<file path="config.mk">
export PLATFORM = sky130hd
export DESIGN_NAME = crc_stream
export DESIGN_NICKNAME = d
export VERILOG_FILES = /design/src/rtl/crc_pkg.sv /design/src/rtl/crc_step.sv /design/src/rtl/crc_stream.sv
export SDC_FILE = /design/constraint.sdc
export NUM_CORES = 1
export LEC_CHECK = 0
export CAP_MARGIN = 20
export CORE_AREA = 2 2 116 118
export CTS_CLUSTER_SIZE = 40
export DETAILED_ROUTE_END_ITERATION = 12
export DIE_AREA = 0 0 118 120
export GPL_TIMING_DRIVEN = 0
export PLACE_DENSITY = 0.5
export SYNTH_ARGS = -nofsm -noshare
export SYNTH_HDL_FRONTEND = slang
export SYNTH_HIERARCHICAL = 1
export SYNTH_SLANG_ARGS = --single-unit
</file>
<file path="constraint.sdc">
create_clock -name clk -period 3.02 [get_ports clk]
set_clock_uncertainty 0.05 [all_clocks]
set_input_delay 0.755 -clock clk [delete_from_list [all_inputs] [get_ports clk]]
set_output_delay 0.755 -clock clk [all_outputs]
set_load 0.02 [all_outputs]
</file>
<file path="src/rtl/crc_pkg.sv">
// Shared definitions for the streaming CRC engine: polynomial table, byte-lane
// reflection helper and FSM state type.
package crc_pkg;

   localparam logic [32:0] POLY_PARITY  = 33'h0_0000_0003;
   localparam logic [32:0] POLY_ITU4    = 33'h0_0000_0013;
   localparam logic [32:0] POLY_USB5    = 33'h0_0000_0025;
   localparam logic [32:0] POLY_ITU6    = 33'h0_0000_0043;
   localparam logic [32:0] POLY_SD7     = 33'h0_0000_0089;
   localparam logic [32:0] POLY_WCDMA8  = 33'h0_0000_019B;
   localparam logic [32:0] POLY_ATM10   = 33'h0_0000_0633;
   localparam logic [32:0] POLY_CRC12   = 33'h0_0000_180F;
   localparam logic [32:0] POLY_CAN15   = 33'h0_0000_C599;
   localparam logic [32:0] POLY_ANSI16  = 33'h0_0001_8005;
   localparam logic [32:0] POLY_MODES24 = 33'h0_01FF_F409;
   localparam logic [32:0] POLY_IEEE32  = 33'h1_04C1_1DB7;

   localparam int REFLECT_MAX = 512;

   typedef enum logic {IDLE, ACCUM} crc_state_e;

   // Returns the full polynomial including the x^bits term; zero marks an
   // unsupported width.
   function automatic logic [32:0] crc_poly(int bits);
      case (bits)
         1:       return POLY_PARITY;
         4:       return POLY_ITU4;
         5:       return POLY_USB5;
         6:       return POLY_ITU6;
         7:       return POLY_SD7;
         8:       return POLY_WCDMA8;
         10:      return POLY_ATM10;
         12:      return POLY_CRC12;
         15:      return POLY_CAN15;
         16:      return POLY_ANSI16;
         24:      return POLY_MODES24;
         32:      return POLY_IEEE32;
         default: return 33'h0;
      endcase
   endfunction

   function automatic logic [REFLECT_MAX-1:0] reflect_bytes(logic [REFLECT_MAX-1:0] data);
      logic [REFLECT_MAX-1:0] res;
      res = '0;
      for (int b = 0; b < REFLECT_MAX / 8; b++) begin
         for (int i = 0; i < 8; i++) begin
            res[b*8 + i] = data[b*8 + 7 - i];
         end
      end
      return res;
   endfunction

endpackage

</file>
<file path="src/rtl/crc_step.sv">
// One-beat parallel CRC update, MSB-first over the beat; purely combinational.
module crc_step
   import crc_pkg::*;
#(
   parameter int DATA_WIDTH      = 8,
   parameter int POLYNOMIAL_BITS = 32
) (
   input  logic [POLYNOMIAL_BITS-1:0] crc_in,
   input  logic [DATA_WIDTH-1:0]      data_in,
   output logic [POLYNOMIAL_BITS-1:0] crc_out
);

   localparam logic [32:0] POLY_FULL = crc_poly(POLYNOMIAL_BITS);
   localparam logic [POLYNOMIAL_BITS-1:0] POLY = POLY_FULL[POLYNOMIAL_BITS-1:0];

   always_comb begin
      crc_out = crc_in;
      for (int i = DATA_WIDTH - 1; i >= 0; i--) begin
         if (data_in[i] ^ crc_out[POLYNOMIAL_BITS-1]) begin
            crc_out = (crc_out << 1) ^ POLY;
         end else begin
            crc_out = crc_out << 1;
         end
      end
   end

endmodule

</file>
<file path="src/rtl/crc_stream.sv">
// Frame-based streaming CRC engine with valid/ready on both sides and a
// registered, backpressured result.
//
// state | meaning
// IDLE  | between frames; a sof beat starts a frame, others are protocol errors
// ACCUM | inside a frame; beats accumulate until eof, a sof restarts the frame
module crc_stream
   import crc_pkg::*;
#(
   parameter int                         DATA_WIDTH      = 8,
   parameter int                         POLYNOMIAL_BITS = 32,
   parameter logic [POLYNOMIAL_BITS-1:0] INIT            = '1,
   parameter logic [POLYNOMIAL_BITS-1:0] XOR_OUT         = '1,
   parameter bit                         REFLECT_IN      = 1'b1,
   parameter bit                         REFLECT_OUT     = 1'b1
) (
   input  logic                       clk,
   input  logic                       rst_n,
   input  logic                       s_valid,
   output logic                       s_ready,
   input  logic [DATA_WIDTH-1:0]      s_data,
   input  logic                       s_sof,
   input  logic                       s_eof,
   output logic                       m_valid,
   input  logic                       m_ready,
   output logic [POLYNOMIAL_BITS-1:0] m_crc,
   output logic                       proto_err
);

   if (crc_poly(POLYNOMIAL_BITS) == 33'h0) begin : g_bad_width
      $error("crc_stream: unsupported POLYNOMIAL_BITS");
   end
   if (REFLECT_IN && (DATA_WIDTH % 8 != 0)) begin : g_bad_reflect
      $error("crc_stream: REFLECT_IN needs DATA_WIDTH to be a multiple of 8");
   end

   crc_state_e                 state_q;
   logic [POLYNOMIAL_BITS-1:0] crc_q;
   logic [POLYNOMIAL_BITS-1:0] crc_seed;
   logic [POLYNOMIAL_BITS-1:0] crc_next;
   logic [POLYNOMIAL_BITS-1:0] crc_rev;
   logic [POLYNOMIAL_BITS-1:0] result;
   logic [DATA_WIDTH-1:0]      beat_data;
   logic                       accept;
   logic                       take_beat;
   logic                       bad_beat;

   assign s_ready   = !(m_valid && !m_ready);
   assign accept    = s_valid && s_ready;
   assign take_beat = accept && (s_sof || state_q == ACCUM);
   assign bad_beat  = accept && ((state_q == IDLE) ? !s_sof : s_sof);

   assign beat_data = REFLECT_IN ? DATA_WIDTH'(reflect_bytes(REFLECT_MAX'(s_data))) : s_data;
   // A sof beat always seeds from INIT, which also covers the mid-frame restart.
   assign crc_seed  = s_sof ? INIT : crc_q;

   crc_step #(
      .DATA_WIDTH      (DATA_WIDTH),
      .POLYNOMIAL_BITS (POLYNOMIAL_BITS)
   ) u_step (
      .crc_in  (crc_seed),
      .data_in (beat_data),
      .crc_out (crc_next)
   );

   always_comb begin
      crc_rev = '0;
      for (int i = 0; i < POLYNOMIAL_BITS; i++) begin
         crc_rev[i] = crc_next[POLYNOMIAL_BITS-1-i];
      end
      result = (REFLECT_OUT ? crc_rev : crc_next) ^ XOR_OUT;
   end

   always_ff @(posedge clk or negedge rst_n) begin
      if (!rst_n) begin
         state_q   <= IDLE;
         crc_q     <= INIT;
         m_valid   <= 1'b0;
         m_crc     <= '0;
         proto_err <= 1'b0;
      end else begin
         proto_err <= bad_beat;
         if (take_beat) begin
            crc_q   <= crc_next;
            state_q <= s_eof ? IDLE : ACCUM;
         end
         if (take_beat && s_eof) begin
            m_valid <= 1'b1;
            m_crc   <= result;
         end else if (m_valid && m_ready) begin
            m_valid <= 1'b0;
         end
      end
   end

endmodule

</file>
## Word-level counts from Yosys, hierarchy flattened

Index checks and enable logic that the tools add are counted.

- Flip-flop bits (word level): 67
- Bits in latches: 0
- Memory bits (writable): 0
- Memory bits (read-only): 0
- Bits of input ports: 14
- Logic and storage cells: 46
- Memories kept: 0

- Add/sub/neg operators: 0
- Multiply operators: 0
- Divide/modulo/power cells: 0
- Order comparisons: 0
- Equal/unequal tests: 0
- Shift-type cells: 0
- Mux-type cells: 13
- Bitwise logic cells: 17
- Reductions and logical operators: 11

Operators by type and width:

| operator | number |
|---|---|
| 2-to-1 mux 27 bit | 8 |
| NOT 14 bit | 8 |
| 2-to-1 mux 32 bit | 1 |
| NOT 32 bit | 1 |
| XOR 1 bit | 8 |
| logical AND 1 bit | 6 |
| 2-to-1 mux 1 bit | 4 |
| logical NOT 1 bit | 3 |
| nonzero test 2 bit | 1 |
| logical OR 1 bit | 1 |

## Depth between registers and ports, before layout

Gate-level depths: netlist of run 1.

- Word-level depth: 18
- Gate-level depth with buffers: 8
- Mapped depth without buffers: 7

## Modules after synthesis

Netlist of run 1, hierarchy kept.

By module, submodules not included:

| module | instances | cells each | area an instance (µm²) | sequential area each (µm²) |
|---|---|---|---|---|
| crc_stream | 1 | 215 | 3,030.4 | 1,716.6 |
| crc_step | 1 | 70 | 744.5 | 0.0 |

## Worst setup path after synthesis of run 1

OpenSTA, ideal clock, no wires.

- Path type: in2reg
- Start: input port s_sof
- End: register crc_q[8]
- Library setup time: 82 ps
- Arrival: 2,931 ps
- Data required time: 2,888 ps
- Slack: -43 ps
- Cell stages on the path: 8
- Path through: clkbuf_1 or2_2 xnor2_2 xnor2_1 inv_2 xnor3_2 xor3_1 mux2_4

- Elaborated cells between the ends (all ways): 23
- Classes of those cells: mux: 9; bitwise: 12; reduce/logical: 2

RTL lines:

| element | line | source |
|---|---|---|
| from (decl) | crc_stream.sv:22 | `input logic s_sof,` |
| 2-to-1 mux 32 bit * | crc_stream.sv:55 | `assign crc_seed = s_sof ? INIT : crc_q;` |
| net crc_seed[30] | crc_stream.sv:39 | `logic [POLYNOMIAL_BITS-1:0] crc_seed;` |
| XOR 1 bit * | crc_step.sv:19 | `if (data_in[i] ^ crc_out[POLYNOMIAL_BITS-1]) begin` |
| 2-to-1 mux 27 bit * | crc_step.sv:19 |  |
| 2-to-1 mux 27 bit | crc_step.sv:19 |  |
| NOT 14 bit (no source line) | -- |  |
| 2-to-1 mux 27 bit | crc_step.sv:19 |  |
| NOT 14 bit (no source line) | -- |  |
| 2-to-1 mux 27 bit (2 in series) | crc_step.sv:19 |  |
| NOT 14 bit (no source line) | -- |  |
| 2-to-1 mux 27 bit | crc_step.sv:19 |  |
| NOT 14 bit (no source line) | -- |  |
| 2-to-1 mux 27 bit * | crc_step.sv:19 |  |
| net crc_next[8] | crc_stream.sv:40 | `logic [POLYNOMIAL_BITS-1:0] crc_next;` |
| to (signal assigned) | crc_stream.sv:84 | `crc_q <= crc_next;` |
| to (decl) | crc_stream.sv:38 | `logic [POLYNOMIAL_BITS-1:0] crc_q;` |

Mark *: on every way through the listed nets, which the timed path passes. The rest lies on a longest branch.
A chain may end at the register's enable or synchronous reset.

## Worst setup path in the final report of run 1

- Start: input port s_sof
- End: register crc_q[8]

- Elaborated cells between the ends (all ways): 23
- Classes of those cells: mux: 9; bitwise: 12; reduce/logical: 2

RTL lines:

| element | line |
|---|---|
| 2-to-1 mux 32 bit * | crc_stream.sv:55 |
| net crc_seed[27] | crc_stream.sv:39 |
| XOR 1 bit * | crc_step.sv:19 |
| 2-to-1 mux 27 bit * (2 in series) | crc_step.sv:19 |
| NOT 14 bit (no source line) | -- |
| 2-to-1 mux 27 bit * | crc_step.sv:19 |
| NOT 14 bit (no source line) | -- |
| 2-to-1 mux 27 bit * | crc_step.sv:19 |
| net crc_next[8] | crc_stream.sv:40 |

Marked as above.

==> results of run 1 <==
==> Yosys cell counts (all sizes together) <==
cell,instances
a21boi,1
buf,7
clkbuf,3
dfrtp,35
dfstp,32
ha,1
inv,35
mux2,32
mux2i,32
nand2,2
nand2b,1
nand3b,1
nand4b,1
nor2,1
or2,32
xnor2,58
xnor3,3
xor2,6
xor3,2
==> area by class of cell <==
cell class / instances / share of cell area
clock buffer: 14 / 0.05206
buffer: 10 / 0.02443
sequential: 67 / 0.3385
inverter: 35 / 0.02591
clock inverter: 2 / 0.001974
multi-input combinational: 173 / 0.3884
tap: 176 / 0.04342
timing repair buffer: 68 / 0.1253
==> power groups by stage <==
stage	Sequential, mW	Clock (mW)	Combinational [mW]
floorplan	2.00	0	2.45
global placement	1.77	0	3.77
detailed placement	1.78	0	3.77
CTS	1.77	0.997	4.06
global route	1.82	1.04	4.44
finish	1.76	0.967	4.12
==> what timing repair did <==
| item | in CTS | in global routing |
|---|---|---|
| buffers inserted | 10 | 10 |
| resized for setup | 18 | 4 |
| hold endpoints to repair | 0 | 0 |
| pin swaps | 8 | 10 |
| setup endpoints to repair | 47 | 11 |
==> stage by stage <==
stage / total power [mW] / hold WS (ps)
finish: 6.844 / 468.0
global placement: 5.536 / 462.3
global route: 7.309 / 494.8
CTS: 6.827 / 475.8
detailed placement: 5.551 / 464.2
floorplan: 4.456 / 409.4
==> worst paths after layout <==
kind                             end  cells past startpoint  slack (ps)
setup / recovery            crc_q[8]                      8         150
hold / removal              m_crc[2]                      2         470
setup reg to reg            crc_q[8]                      6         560
hold reg to reg             m_crc[2]                      2         470
max in group asynchronous  m_crc[13]                      1        1860
min in group asynchronous  m_crc[20]                      1         490
==> flip-flops by register name, summed over array words and instances, names as in the netlist <==
| register | flops |
|---|---|
| crc_q | 32 |
| m_crc | 32 |
| m_valid | 1 |
| proto_err | 1 |
| state_q | 1 |
==> cell usage in the layout (no fill, tap or decap), drive strengths merged <==
cell type | Yosys | final
or2 | 32 | 32
nor2 | 1 | 1
buf | 7 | 29
nand3b | 1 | 1
nand2 | 2 | 2
xnor2 | 58 | 58
clkdlybuf4s50 | 0 | 46
ha | 1 | 1
dfstp | 32 | 32
dfrtp | 35 | 35
xor3 | 2 | 2
clkbuf | 3 | 17
nand4b | 1 | 1
xor2 | 6 | 6
mux2i | 32 | 32
inv | 35 | 35
mux2 | 32 | 32
clkinv | 0 | 2
nand2b | 1 | 1
xnor3 | 3 | 3
a21boi | 1 | 1
==> critical path: cells and delay by family <==
family / cells / cell delay [ps]
simple gates: 1 / 340
xor+xnor: 4 / 1370
mux: 1 / 280
buf+inv: 2 / 300
==> kinds of logic after synthesis <==
group | synth area share
simple gates | 0.06894
fa+ha+maj | 0.003314
mux | 0.2091
flops | 0.4548
buf+inv | 0.06563
compound gates | 0.001989
xor+xnor | 0.1962
==> layer usage <==
metal | part of all wire | GRT usage | vias up
met5 | 0 | 0 | -
met4 | 0.013 | 0.04518 | 0
met3 | 0.028 | 0.03137 | 8
met2 | 0.46 | 0.1875 | 36
met1 | 0.50 | 0.1716 | 1068
li1 | - | - | 1059
==> impl_metrics.csv, run 1 <==
group,metric,value,unit
status,status,"finished clean",
final_layout,ff_latch_area,1717,um^2
final_layout,area_delta_synth_final,34.34,%
power,pwr-share-seq,0.257,
power,ir_drop,0.0005040,V
placement,dpl.hpwl,5.653,mm
critical_path,crit_type,"in -> reg",
die,die_y,120,um
logic_synthesis,ys_top_cells_by_area,"dfrtp_1 (23%), dfstp_2 (22%), xnor2_1 (12%)",
grt,grt_start_max_net_pins,68,
power,clockPowerShare,0.141,
critical_path,rr_startpoint,"crc_q[27]",
power,p_switching,2.439,mW
placement,dp_cells,509,
power,powerDensity,1350,nW/um^2
critical_path,cpMaxStageDelayCell,"xnor3_2",
critical_path,crit_start,"s_sof",
logic_synthesis,postSynthCellCount,285,
critical_path,crit_fanout,10,
final_layout,drive_gt1_frac,0.4363,
clock_network,clkSlewWorstSetupHoldPaths,60,ps
logic_synthesis,synth_nets,300,
placement,pre_cts_ws,-1138,ps
final_layout,multiInputGateArea,1969,um^2
placement,gp_congestion,0.7282,
logic_synthesis,yosysSeqAreaShare,0.4548,
logic_synthesis,yosysTopAreaCell,"dfrtp_1",
route,wl,8.198,mm
clock_network,cts-root-buf,"clkbuf_16",
timing,rsz0062_at_grt,"no",
route,drc,0,
die,initial_utilization,0.2908,
grt,grt_pass1_wl,13.16,mm
placement,place_area,4499,um^2
clock_network,clock_latency,330,ps
timing,period_minus_slack,2866,ps
final_layout,diodes,0,
critical_path,crit_required,3220,ps
clock_network,h-tree-depth,3,
logic_synthesis,ys_warn_count,6,
power,p_int,4.405,mW
logic_synthesis,synth_seq_cells,67,
die,core,12980,um^2
clock_network,cts_hold_buffers,0,
timing,slew_violations,0,
die,rows,42,
logic_synthesis,netlist_area,3775,um^2
final_layout,n_fill_cell,1250,
run,max-cap-violations,0,
die,die_w,118,um
grt,grt_antenna_before_repair,0,
route,ant_nets,0,
final_layout,fin_area,5071,um^2
die,pin_count,49,
min_path,hold_start,"m_crc[2]",
timing,fmax,348.9,MHz
clock_network,cts_buffers,9,
clock_network,cts_tree,"built",
route,drt_iter0_drc,56,
route,vias,2171,
timing,fin_ws,154.2,ps
clock_network,clkSinkCount,67,
grt,grt_usage,0.1240,
power,p_comb_frac,0.602,
final_layout,layout.nets,379,
min_path,hp-class,"reg -> reg",
timing,setup_viol,0,
placement,io_buffers,48,
grt,grt.overflow.total,0,
route,dr.pass1.iters,4,
route,viasPerCell,3.983,
timing,relSlewSlack,0.4204,
final_layout,utilization,0.3907,
timing,final_hold_viol_count,0,
timing,setup_tns,0,ps
timing,tightest_slew,869.4,ps
critical_path,cp-start-kind,"input port",
grt,grt_pass1_vias,2323,
route,routedWlPerCell,15.04,um
critical_path,cp.arrival,3070,ps
timing,min_period_over_period,0.9489,
power,swShare,0.3564,
clock_network,clk_path_buf_depth,2,
logic_synthesis,synth_cell_type_count,25,
logic_synthesis,synth_top_area_share,0.2320,
final_layout,layoutNonFillerInstCount,545,
logic_synthesis,synth_area_per_cell,13.25,um^2
critical_path,cpPeakStageDelay,490,ps
die,die_area,14160,um^2
critical_path,path_cells,"clkbuf_2 -> buf_6 -> or2_2 -> xnor2_4 -> xnor2_2 -> xnor3_2 -> xor3_1 -> mux2_4",
critical_path,cp-end-kind,"flip-flop",
power,leakage,2.426,nW
Power figures use the tool's default switching activity.
==> run 2, diff against run 1 <==
--- a/config.mk
+++ b/config.mk
@@ -5,6 +5,7 @@
 export SDC_FILE = /design/constraint.sdc
 export NUM_CORES = 1
 export LEC_CHECK = 0
+export ABC_AREA = 0
 export CAP_MARGIN = 20
 export CORE_AREA = 2 2 116 118
 export CTS_CLUSTER_SIZE = 40
==> results of run 2 <==
No change in the layout: final DEF, timing and power equal those of run 1.
==> run 3, diff against run 2 <==
==> constraint.sdc (replaced) <==
create_clock -name clk -period 3 [get_ports clk]
set_clock_uncertainty 0.05 [all_clocks]
set_input_delay 0.75 -clock clk [delete_from_list [all_inputs] [get_ports clk]]
set_output_delay 0.75 -clock clk [all_outputs]
set_load 0.02 [all_outputs]
==> run 3 against run 2 <==
  * Die area is the same
  * Design area shrank 1.0%
  * Via count shrank 2.1%
  * Critical path depth increased by 1
  * Sequential share of layout area increased by 0.35 points
  * Non-clock buffer count fell by 6
  * Critical endpoint is now m_crc[14]
==> impl_metrics.csv, run 3 (same netlist as run 1, synthesis figures left out) <==
group,metric,value,unit
status,status,"finished clean",
critical_path,regToRegSetupSlack,550,ps
grt,grt_pass1_vias,2322,
die,rows,42,
power,total_power,6.862,mW
die,die_y,120,um
timing,setup_viol,0,
power,leakage,2.393,nW
timing,min_period_over_period,0.9275,
route,viasPerCell,3.944,
timing,period_minus_slack,2782,ps
critical_path,crit_path_frequent_cell,"xnor2_1",
clock_network,cts-root-buf,"clkbuf_16",
route,dr.pass1.iters,3,
critical_path,r2r_end,"crc_q[11]",
critical_path,cp-end-kind,"flip-flop",
timing,setup_tns,0,ps
critical_path,cp-start-kind,"input port",
timing,rsz0062_at_grt,"no",
timing,tightest_slew,870.6,ps
grt,grt_pass1_wl,13.17,mm
critical_path,critPathTopFamily,"XOR/XNOR gates",
grt,grt_start_max_net_pins,68,
critical_path,rr_startpoint,"crc_q[31]",
critical_path,crit_buf_inv,3,
final_layout,mostFrequentLayoutCells,"clkdlybuf4s50_1 (46), xnor2_1 (43), dfrtp_1 (35)",
grt,grt_usage,0.1241,
min_path,hp-class,"reg -> reg",
final_layout,area_delta_synth_final,32.98,%
final_layout,layoutNonFillerInstCount,539,
timing,fmax,359.4,MHz
die,die_area,14160,um^2
placement,io_buffers,48,
critical_path,crit_type,"in -> reg",
placement,gp_congestion,0.7282,
die,initial_utilization,0.2908,
clock_network,clock_latency,330,ps
clock_network,cts_hold_buffers,0,
critical_path,cpMaxStageDelayCell,"xnor2_2",
critical_path,cpPeakStageDelay,480,ps
power,ir_drop,0.0005052,V
grt,grt_antenna_before_repair,0,
clock_network,cts_buffers,9,
critical_path,path_cells,"clkbuf_2 -> clkbuf_8 -> or2_2 -> xnor2_4 -> buf_6 -> xnor2_2 -> xnor2_1 -> xnor2_1 -> mux2i_1",
min_path,hold_path_end,"m_crc[2]",
clock_network,clkSinkCount,67,
final_layout,n_fill_cell,1255,
die,pin_count,49,
critical_path,r2r_cells,6,
final_layout,diodes,0,
critical_path,crit_fanout,10,
final_layout,utilization,0.3867,
critical_path,cp.arrival,2920,ps
final_layout,drive_gt1_frac,0.4270,
min_path,hold_start,"m_crc[2]",
min_path,hold_depth,2,
critical_path,crit_start,"s_sof",
clock_network,clkSlewWorstSetupHoldPaths,60,ps
route,routedWlPerCell,15.09,um
clock_network,cts_tree,"built",
timing,final_hold_viol_count,0,
die,die_w,118,um
final_layout,layout_commonest_cell,"clkdlybuf4s50_1",
placement,dpl.hpwl,5.653,mm
route,vias,2126,
timing,relSlewSlack,0.4196,
clock_network,h-tree-depth,3,
route,drt_iter0_drc,69,
power,powerDensity,1367,nW/um^2
route,drc,0,
die,core,12980,um^2
final_layout,layout.nets,373,
critical_path,crit_required,3140,ps
route,ant_nets,0,
timing,slew_violations,0,
route,wl,8.136,mm
placement,dp_cells,509,
clock_network,clk_path_buf_depth,2,
final_layout,top_regs,"crc_q: 32 flops, m_crc: 32 flops",
grt,grt.overflow.total,0,
run,max-cap-violations,0,
[run 3: changes by cell type in the layout (fill, tap and decap cells not counted)]
cell | before | now
buf_12 | 4 | 3
buf_4 | 20 | 14
clkbuf_8 | 2 | 3
[run 3: how the worst max path moves through the flow]
stage | to | slack [ps] | cells past startpoint
global placement | m_valid | -1280 | 1
global route | crc_q[13] | 150 | 10
floorplan | crc_q[8] | 10 | 7
CTS | m_crc[23] | 4 | 10
detailed placement | crc_q[13] | -1150 | 8
finish | m_crc[14] | 220 | 9
[run 3: where the power goes]
| part | internal, mW | switching [mW] | total, mW |
|---|---|---|---|
| registers | 1.55 | 0.224 | 1.77 |
| clock network | 0.602 | 0.375 | 0.977 |
| logic | 2.25 | 1.86 | 4.11 |
| total | 4.40 | 2.46 | 6.86 |
[run 3: worst register-to-register path, cell delays in order, from the launching register on]
cell	delay [ps]
dfstp_2	360
or2_2	320
xnor2_4	380
xnor2_4	180
xnor3_2	400
xor3_1	410
mux2_4	280
[run 3: per-stage QoR]
stage / cell area, um^2 / hold slack (ps) / setup slack, ps
2_1_floorplan: 3801 / 404.4 / 14.28
3_3_place_gp: 4502 / 462.3 / -1276
3_5_place_dp: 4499 / 464.2 / -1153
4_1_cts: 4997 / 475.8 / 3.834
5_1_grt: 5020 / 494.8 / 151.4
6_report: 5020 / 469.0 / 217.6
[run 3: final cells by class]
class / count / area (um^2) / share of cell area
multi-input cells: 173 / 1969 / 0.3923
flip-flops and latches: 67 / 1717 / 0.3420
repair buffers: 62 / 581.8 / 0.1159
clock buffers: 14 / 264.0 / 0.05259
well taps: 176 / 220.2 / 0.04387
inverters: 35 / 131.4 / 0.02617
plain buffers: 10 / 126.4 / 0.02517
clock inverters: 2 / 10.01 / 0.001994
[run 3: per-layer routing]
metal	vias to the layer above	global-route usage	share of wire
met1	1037	0.1719	0.50
met3	8	0.03137	0.028
met2	34	0.1875	0.46
met4	0	0.04518	0.014
met5	-	0	0
li1	1047	-	-
[run 3: repair_timing]
| action | CTS | global route |
|---|---|---|
| buffers inserted | 11 | 3 |
| endpoints found under the hold margin | 0 | 0 |
| setup endpoints to repair | 48 | 11 |
| pin swaps | 9 | 4 |
| cloned | 0 | 0 |
| resized for setup | 19 | 3 |
